--- config.mk ---
export PLATFORM = sky130hd
export DESIGN_NAME = mem_stage_unit
export DESIGN_NICKNAME = d
export VERILOG_FILES = /design/src/rtl/mem_stage_unit_pkg.sv /design/src/rtl/mem_stage_unit_load_align_extend.sv /design/src/rtl/mem_stage_unit.sv
export SDC_FILE = /design/constraint.sdc
export NUM_CORES = 1
export LEC_CHECK = 0
export CAP_MARGIN = 20
export CORE_AREA = 2 2 124 126
export CTS_BUF_LIST = sky130_fd_sc_hd__clkbuf_16
export CTS_CLUSTER_SIZE = 25
export DETAILED_ROUTE_END_ITERATION = 6
export DIE_AREA = 0 0 126 128
export GPL_TIMING_DRIVEN = 1
export PLACE_DENSITY = 0.86
export SLEW_MARGIN = 20
export SYNTH_ARGS = -nofsm -noshare
export SYNTH_HDL_FRONTEND = slang
export SYNTH_SLANG_ARGS = --single-unit
export TNS_END_PERCENT = 100
--- constraint.sdc ---
create_clock -name clk -period 1.5 [get_ports clk]
set_input_delay 0.3 -clock clk [delete_from_list [all_inputs] [get_ports clk]]
set_output_delay 0.3 -clock clk [all_outputs]
set_load 0.01 [all_outputs]
--- src/rtl/mem_stage_unit_pkg.sv ---
// mem_stage_unit_pkg: shared encodings and helpers for the memory stage
package mem_stage_unit_pkg;
  localparam logic [1:0] RES_ALU = 2'b00;
  localparam logic [1:0] RES_MEM = 2'b01;
  localparam logic [1:0] RES_PC4 = 2'b10;
  localparam logic [2:0] F3_B  = 3'b000;
  localparam logic [2:0] F3_H  = 3'b001;
  localparam logic [2:0] F3_W  = 3'b010;
  localparam logic [2:0] F3_BU = 3'b100;
  localparam logic [2:0] F3_HU = 3'b101;
  localparam logic [0:0] S_IDLE = 1'b0;
  localparam logic [0:0] S_WAIT = 1'b1;
  typedef struct packed {
    logic        reg_write;
    logic [1:0]  result_src;
    logic [31:0] alu_result;
    logic [4:0]  rd;
    logic [31:0] pc_plus4;
    logic [31:0] read_data;
    logic        misalign;
    logic        bus_err;
  } wb_t;
  // size lives in funct3[1:0]: 00 byte, 01 half, 10 word
  function automatic logic [3:0] byte_en(input logic [2:0] f3, input logic [1:0] a);
    return f3[1:0] == 2'b00 ? 4'b0001 << a : f3[1:0] == 2'b01 ? (a[1] ? 4'b1100 : 4'b0011) : 4'b1111;
  endfunction
  function automatic logic misaligned(input logic [2:0] f3, input logic [1:0] a);
    return (f3[1:0] == 2'b01 && a[0]) || (f3[1:0] == 2'b10 && a != 2'b00);
  endfunction
endpackage

--- src/rtl/mem_stage_unit_load_align_extend.sv ---
// load_align_extend: pick the addressed byte/half of a read word and extend it
module load_align_extend
  import mem_stage_unit_pkg::*;
(
  input  logic [31:0] rdata_i,
  input  logic [1:0]  addr_i,
  input  logic [2:0]  funct3_i,
  output logic [31:0] data_o
);
  logic [7:0]  byte_v;
  logic [15:0] half_v;
  assign byte_v = rdata_i[{addr_i, 3'b000} +: 8];
  assign half_v = addr_i[1] ? rdata_i[31:16] : rdata_i[15:0];
  // signed variants replicate the top bit, unsigned ones pad with zeros
  always_comb
    data_o = funct3_i == F3_B  ? {{24{byte_v[7]}}, byte_v} :
             funct3_i == F3_BU ? {24'b0, byte_v} :
             funct3_i == F3_H  ? {{16{half_v[15]}}, half_v} :
             funct3_i == F3_HU ? {16'b0, half_v} : rdata_i;
endmodule

--- src/rtl/mem_stage_unit.sv ---
// mem_stage_unit: memory stage with req/ready data access, stall control and MEM/WB register
module mem_stage_unit
  import mem_stage_unit_pkg::*;
#(
  parameter int TIMEOUT = 16
) (
  input  logic        clk,
  input  logic        rst,
  input  logic        RegWriteM,
  input  logic [1:0]  ResultSrcM,
  input  logic        MemWriteM,
  input  logic [2:0]  Funct3M,
  input  logic [31:0] ALUResultM,
  input  logic [31:0] WriteDataM,
  input  logic [4:0]  RdM,
  input  logic [31:0] PCPlus4M,
  output logic        StallM,
  output logic        mem_req,
  output logic        mem_we,
  output logic [31:0] mem_addr,
  output logic [3:0]  mem_be,
  output logic [31:0] mem_wdata,
  input  logic [31:0] mem_rdata,
  input  logic        mem_ready,
  output logic        RegWriteW,
  output logic [1:0]  ResultSrcW,
  output logic [31:0] ALUResultW,
  output logic [4:0]  RdW,
  output logic [31:0] PCPlus4W,
  output logic [31:0] ReadDataW,
  output logic        MisalignW,
  output logic        BusErrW
);
  logic [0:0]  state_q, state_d;
  logic [7:0]  cnt_q, cnt_d;
  wb_t         w_q, w_d;
  logic        is_load, access, mis, idle, tmo_hit, complete, timeout, waiting, misal;
  logic [31:0] load_data;
  assign is_load  = ResultSrcM == RES_MEM;
  assign access   = MemWriteM | is_load;
  assign mis      = misaligned(Funct3M, ALUResultM[1:0]);
  assign idle     = state_q == S_IDLE;
  assign tmo_hit  = !idle && cnt_q == 8'(TIMEOUT);
  // rst gating drops the request in the very cycle reset is sampled
  assign mem_req  = rst & (!idle | (access & !mis));
  assign complete = mem_req & mem_ready;
  assign timeout  = mem_req & !mem_ready & tmo_hit;
  assign waiting  = mem_req & !mem_ready & !tmo_hit;
  assign misal    = rst & idle & access & mis;
  assign StallM   = waiting;
  assign mem_we   = MemWriteM;
  assign mem_addr = {ALUResultM[31:2], 2'b00};
  assign mem_be   = byte_en(Funct3M, ALUResultM[1:0]);
  assign mem_wdata = Funct3M[1:0] == 2'b00 ? {4{WriteDataM[7:0]}} :
                     Funct3M[1:0] == 2'b01 ? {2{WriteDataM[15:0]}} : WriteDataM;
  load_align_extend u_lae (
    .rdata_i (mem_rdata),
    .addr_i  (ALUResultM[1:0]),
    .funct3_i(Funct3M),
    .data_o  (load_data)
  );
  // next state: bubbles while waiting, squash writes on misalign or timeout
  always_comb begin
    state_d = waiting ? S_WAIT : S_IDLE;
    cnt_d   = waiting ? cnt_q + 8'd1 : 8'd0;
    w_d = '{reg_write:  RegWriteM & !(waiting | timeout | misal),
            result_src: ResultSrcM,
            alu_result: ALUResultM,
            rd:         RdM,
            pc_plus4:   PCPlus4M,
            read_data:  (complete & is_load) ? load_data : 32'd0,
            misalign:   misal,
            bus_err:    timeout};
  end
  // state, wait counter and MEM/WB register
  always_ff @(posedge clk)
    if (!rst) begin
      state_q <= S_IDLE;
      cnt_q   <= '0;
      w_q     <= '0;
    end else begin
      state_q <= state_d;
      cnt_q   <= cnt_d;
      w_q     <= w_d;
    end
  assign RegWriteW  = w_q.reg_write;
  assign ResultSrcW = w_q.result_src;
  assign ALUResultW = w_q.alu_result;
  assign RdW        = w_q.rd;
  assign PCPlus4W   = w_q.pc_plus4;
  assign ReadDataW  = w_q.read_data;
  assign MisalignW  = w_q.misalign;
  assign BusErrW    = w_q.bus_err;
endmodule
## Word-level counts from Yosys, hierarchy flattened

Index checks and enable logic that the tools add are counted.

- Bitwise logic cells: 16
- Mux-type cells: 11
- Shifts and indexed selects: 2
- Add/subtract/negate cells: 1
- Equality and inequality tests: 7
- Reduce and logical (&&, ||, !) cells: 13

Operators by type and width:

| operator | count |
|---|---|
| 2-to-1 mux 32 bit | 6 |
| variable part select 32 x 6 -> 8 bit | 1 |
| 2-to-1 mux 16 bit | 1 |
| 2-to-1 mux 4 bit | 3 |
| bitwise AND 1 bit | 11 |
| adder 8 x 1 -> 8 bit (second input constant) | 1 |
| equality test 8 x 5 -> 1 bit (second input constant) | 1 |
| equality test 3 bit (second input constant) | 2 |
| equality test 2 x 1 -> 1 bit (second input constant) | 2 |
| logical NOT 1 bit | 4 |
| OR 1 bit | 4 |
| AND reduction 2 bit | 2 |
| << shifter 1 x 2 -> 4 bit (first input constant) | 1 |
| equality test 3 x 1 -> 1 bit (second input constant) | 1 |
| logical AND 1 bit | 3 |
| logical NOT 3 bit | 1 |
| equality test 2 bit (second input constant) | 1 |
| logical NOT 2 bit | 1 |
| nonzero test 2 bit | 1 |
| logical OR 1 bit | 1 |
| 2-to-1 mux 1 bit | 1 |
| inverter 1 bit | 1 |

- Output and inout bits: 177
- Bits in registers: 115
- Bits of input ports: 143

## Longest topological paths before layout

- Word-level depth: 13
- Gate-level depth with buffers: 7

## By module

From an unflattened synthesis, not the netlist that was laid out.

- Cells, all modules: 501
- Area total of the unflattened synthesis: 4974.8 um^2

Modules (own cells, without submodules):

| module | instances | area each (um^2) | cells each |
|---|---|---|---|
| mem_stage_unit | 1 | 4043.9 | 374 |
| load_align_extend | 1 | 930.9 | 127 |

## Least setup slack after synthesis

No wires, ideal clock.

- Path type: input-to-output
- Start: input Funct3M[1]
- End: output StallM
- Buffers on the path: 1
- Slack: -0.108 ns
- Arrival time: 1.308 ns
- Cell stages on the path: 5
- Path through: buf_6 > xor2_2 > a221oi_2 > o2111ai_2 > inv_1

- Cells in the longest elaborated chain, start to end: 9
- Elaborated cells on any way between the ends: 11
- Classes of those cells: eq/ne: 2; bitwise: 5; reduce/logical: 4

RTL lines:

| item | RTL line | RTL |
|---|---|---|
| start, declared | mem_stage_unit.sv:12 | `input logic [2:0] Funct3M,` |
| equality test 2 x 1 -> 1 bit / equality test 2 bit (equally long branches) | mem_stage_unit_pkg.sv:28 | `return (f3[1:0] == 2'b01 && a[0]) \|\| (f3[1:0] == 2'b10 && a != 2'b00);` |
| logical AND 1 bit | mem_stage_unit_pkg.sv:28 |  |
| logical OR 1 bit (*) | mem_stage_unit_pkg.sv:28 |  |
| logical NOT 1 bit (*) | mem_stage_unit.sv:45 | `assign mem_req = rst & (!idle \| (access & !mis));` |
| bitwise AND 1 bit (*) | mem_stage_unit.sv:45 |  |
| OR 1 bit (*) | mem_stage_unit.sv:45 |  |
| bitwise AND 1 bit (*) | mem_stage_unit.sv:45 |  |
| bitwise AND 1 bit (*) (2 in series) | mem_stage_unit.sv:48 | `assign waiting = mem_req & !mem_ready & !tmo_hit;` |
| end, declared | mem_stage_unit.sv:17 | `output logic StallM,` |

Every way passes the cells marked *; elsewhere a longest branch is shown, timed or not.

## Worst setup path in the final report

- Start: register cnt_q[2]
- End: output StallM

- Cells in the longest elaborated chain, start to end: 4

RTL lines:

| item | RTL line | RTL |
|---|---|---|
| start, declared | mem_stage_unit.sv:35 | `logic [7:0] cnt_q, cnt_d;` |
| start signal, assigned | mem_stage_unit.sv:83 | `cnt_q <= cnt_d;` |
| equality test 8 x 5 -> 1 bit | mem_stage_unit.sv:43 | `assign tmo_hit = !idle && cnt_q == 8'(TIMEOUT);` |
| logical AND 1 bit | mem_stage_unit.sv:43 |  |
| logical NOT 1 bit | mem_stage_unit.sv:48 |  |
| bitwise AND 1 bit | mem_stage_unit.sv:48 |  |

Every way passes these cells.

==> summary.md <==
| Metric | Value |
|---|---|
| Status | finished, violations left |
| Violated checks | setup timing |
| Final hold violation count | 0 |
| Crit path launch type | flop |
| Slew headroom | 66.66% |
| Synth Register Bits | roughly 120 |
| Post-synth top flop | dfxtp_1 |
| Area contributors post-synth | dfxtp_1 50%, and2_1 9.3%, buf_4 7.5% |
| Sequential standard cell area | roughly 2300 um^2 |
| GR peak layer | met2 |
| RR Startpoint | cnt_q[2] |
| IO Count | 320 |
| Nets@finish | ~970 |
| First-pass GRT wire length | approximately 26,000 um |
| Clock buffer count from CTS | 17 |
| Final Skew | between 0.008 and 0.009 ns |
| Ratio of cells with drive above 1 in the final layout | between 20% and 30% |
| Post-synth EDFFs | 0 |
| DP Cell Count | 975 |
| Actual slew at the worst max-slew pin | 0.5000 ns |
| Setup TNS | -0.9939 ns |
| Ys async rst share | 0% |
| Hold Path End | ResultSrcW[1] |
| Worst-Skew Late Latency | around 0.40 ns |
| N_diodes | 0 |
| Critical path capture point type | output port |
| Multi-input logic area | 1894 um^2 |
| Clock sink count | between 100 and 150 |
| Post-DP Area | around 8000 um^2 |
| Pleak | about 4.2 nW |
| Mapped Cells | between 400 and 500 |
| Die H | about 130 um |
| Minimum clock period | 1.822 ns |
| FP Rows | 45 |
| Initial antenna violation count | 0 |
| Fin. max-slew vios | 0 |
| Synthesized area | 4622 um^2 |
| Hold Path Depth | 3 |
| Core Util, Final | 58.81% |
| Final period util | 121.4% |
| Core Region | 14,860 um^2 |
| CP arrival | 1.52 ns |
| Worst EP required | 1.20 ns |
| H-tree Lvls | 4 |
| Met3 Use GR | approximately 6.4% |
| Syn avg cell area | slightly below 10 um^2 |
| Largest net degree at the start of global routing | 70 |
| VDD IR max | 0.0007122 V |
| RSZ-0062 raised after global routing | yes |
| Overall routing resource usage | 20.95% |
| Max Cap Violations | 0 |
| Final instance area | between 8000 and 9000 um^2 |
| Fin cells | a little over 1,000 |
| Worst-path maximum fanout | 2 |
| Setup violations, final | 12 |
| Vias/cell | roughly 4.6 |
| Max Clk Rate | 0.5490 GHz |
| Antenna-violating nets left | 0 |
| Area grow syn2layout | 89.14% |
| Yosys warns | 0 |
| R2R Setup Slk | ~0.19 ns |
| PwrDens | around 980 nW/um^2 |
| Overall die width | around 130 um |
| Clock-pin transition on the worst setup and hold timing paths | ~0.060 ns |
| Fillcell total | approximately 1,300 |
| Netlist cell types | 43 |
| # port buffers | 317 |
| Detailed placement HPWL | ~13,000 um |
| CTS tree | built |
| WL final | roughly 17,000 um |
| R2R depth | 5 |
| Remaining DRCs | 0 |
| Placer Congestion | around 0.85 |
| Gr ovfl total | 0 |
| Critical path type | reg2out |
| Die ar. | between 15,000 and 20,000 um^2 |
| Vias in the first global route | roughly 5,000 |
| Met1 global-route usage | 20.70% |
| Worst Setup SP | cnt_q[2] |
| Area leader, netlist | dfxtp_1 |
| Hold crit path type | in2reg |
| Hold Path Origin | ResultSrcM[1] |
| Initial core utilization | approximately 31% |
| CTS Root Buffer Type | clkbuf_16 |
| Drt first pass iters | 4 |
| PnR worst setup slack | -0.3215 ns |
| Vias post-DR | between 4,000 and 5,000 |
| Final hold slack | about 0.15 ns |
| Worst reg2reg path endpoint | cnt_q[6] |
| CTS Buffer Depth | 2 |
| Routed len/inst | roughly 17 um |
| Met2 GRT Util | between 40% and 50% |
| Top cell type's share of synthesized area | around half |
| Sequential fraction of the synthesis area | 49.81% |
| Initial DRC Count | approximately 220 |
-- critical path, stage by stage (launching register included) --
cell,delay [ns]
dfxtp_2,0.32
nor4b_2,0.28
nand4_1,0.19
o2111ai_2,0.14
inv_2,0.06
buf_6,0.12
-- cells in the final DEF, fill, tap and decap left out, types with 4 or more instances in the layout --
| cell | synthesis | layout |
|---|---|---|
| a21oi_1 | 19 | 19 |
| a31oi_1 | 8 | 8 |
| and2_1 | 69 | 69 |
| buf_12 | 0 | 7 |
| buf_2 | 9 | 21 |
| buf_4 | 46 | 68 |
| buf_6 | 3 | 13 |
| buf_8 | 0 | 4 |
| clkbuf_16 | 0 | 17 |
| clkbuf_2 | 0 | 4 |
| clkdlybuf4s50_1 | 0 | 125 |
| clkinv_1 | 0 | 4 |
| clkinvlp_4 | 0 | 4 |
| dfxtp_1 | 115 | 113 |
| dlygate4sd2_1 | 0 | 151 |
| dlymetal6s2s_1 | 0 | 4 |
| inv_1 | 12 | 9 |
| mux2_2 | 10 | 9 |
| mux2i_1 | 8 | 8 |
| mux4_2 | 6 | 6 |
| nand2_1 | 54 | 47 |
| nand2_2 | 0 | 7 |
| nand3_1 | 12 | 12 |
| nor2_1 | 17 | 16 |
| o21ai_0 | 26 | 17 |
| o21ai_1 | 0 | 8 |
| o21bai_1 | 4 | 4 |
| xor2_1 | 4 | 4 |
-- cells in the mapped netlist, types with 2 or more instances --
master	count
and3_1	2
a21oi_1	19
buf_6	3
buf_4	46
mux2i_1	8
dfxtp_1	115
o21bai_1	4
nand2_1	54
buf_2	9
and2_1	69
a311oi_1	2
mux4_2	6
a32oi_1	3
inv_1	12
clkbuf_1	14
nor2b_1	2
xnor2_1	2
nor3_1	3
a311oi_2	3
nor2_1	17
o21ai_0	26
o2111ai_2	2
nand3_1	12
ha_1	2
a31oi_1	8
xor2_1	4
mux2_2	10
-- cell families after synthesis --
| group | share of synthesized area [%] |
|---|---|
| and+or+nand+nor | 18.65 |
| muxes | 7.336 |
| DFF | 49.81 |
| xor gates and xnor gates | 1.489 |
| other | 0.08113 |
| AOI/OAI and AO/OA | 10.80 |
| buffers and inverters | 11.29 |
| adders and majority gates | 0.5413 |
-- per-stage QoR --
step	total power (W)	worst slack (ns)
after floorplan	0.003861	-0.08450
after CTS	0.008622	-0.3424
after global routing	0.008902	-0.4022
after detailed placement	0.004859	-1.059
after global placement	0.004830	-1.044
final	0.008551	-0.3215
-- worst max path at each step --
stage	to	slack, ns	depth (start not counted)
finish	StallM	-0.32	5
global route	StallM	-0.40	5
CTS	StallM	-0.34	5
detailed placement	StallM	-1.06	6
global placement	mem_req	-1.04	6
floorplan	StallM	-0.08	5
-- final cells by class --
cell class,instances,share of cell area [%]
multi-input cells,276,21.67
repair buffers,402,42.28
flip-flops and latches,115,26.36
clock inverters,15,1.617
inverters,12,0.5152
clock buffers,17,4.866
well taps,188,2.691
-- repair_timing --
action                                  CTS  global route
cloned                                    4             0
hold buffers                              0             0
pin swaps                                11            19
endpoints found under the setup margin  216            18
setup buffers                            11             3
resized for setup                       321            34
-- state kept, by name, indices dropped and copies added (netlist names) --
signal      count
ReadDataW      32
cnt_q           8
PCPlus4W       32
ALUResultW     32
ResultSrcW      2
RdW             5
state_q         1
MisalignW       1
RegWriteW       1
BusErrW         1
-- report_power, final --
part / switching (W) / leakage (nW) / internal, W / total (W)
Combinational: 0.000636 / 2.95 / 0.000888 / 0.00152
Clock: 0.00140 / 0.265 / 0.00242 / 0.00382
Sequential: 0.0000308 / 0.949 / 0.00318 / 0.00321
Total: 0.00207 / 4.17 / 0.00648 / 0.00855
-- metal layers --
layer  share of wire [%]  vias to the layer above
met1                  35                     2138
met4                 2.7                        0
li1                    -                     2236
met5                   0                        -
met2                  55                      260
met3                 7.8                       35
Power figures use the tool's default switching activity.
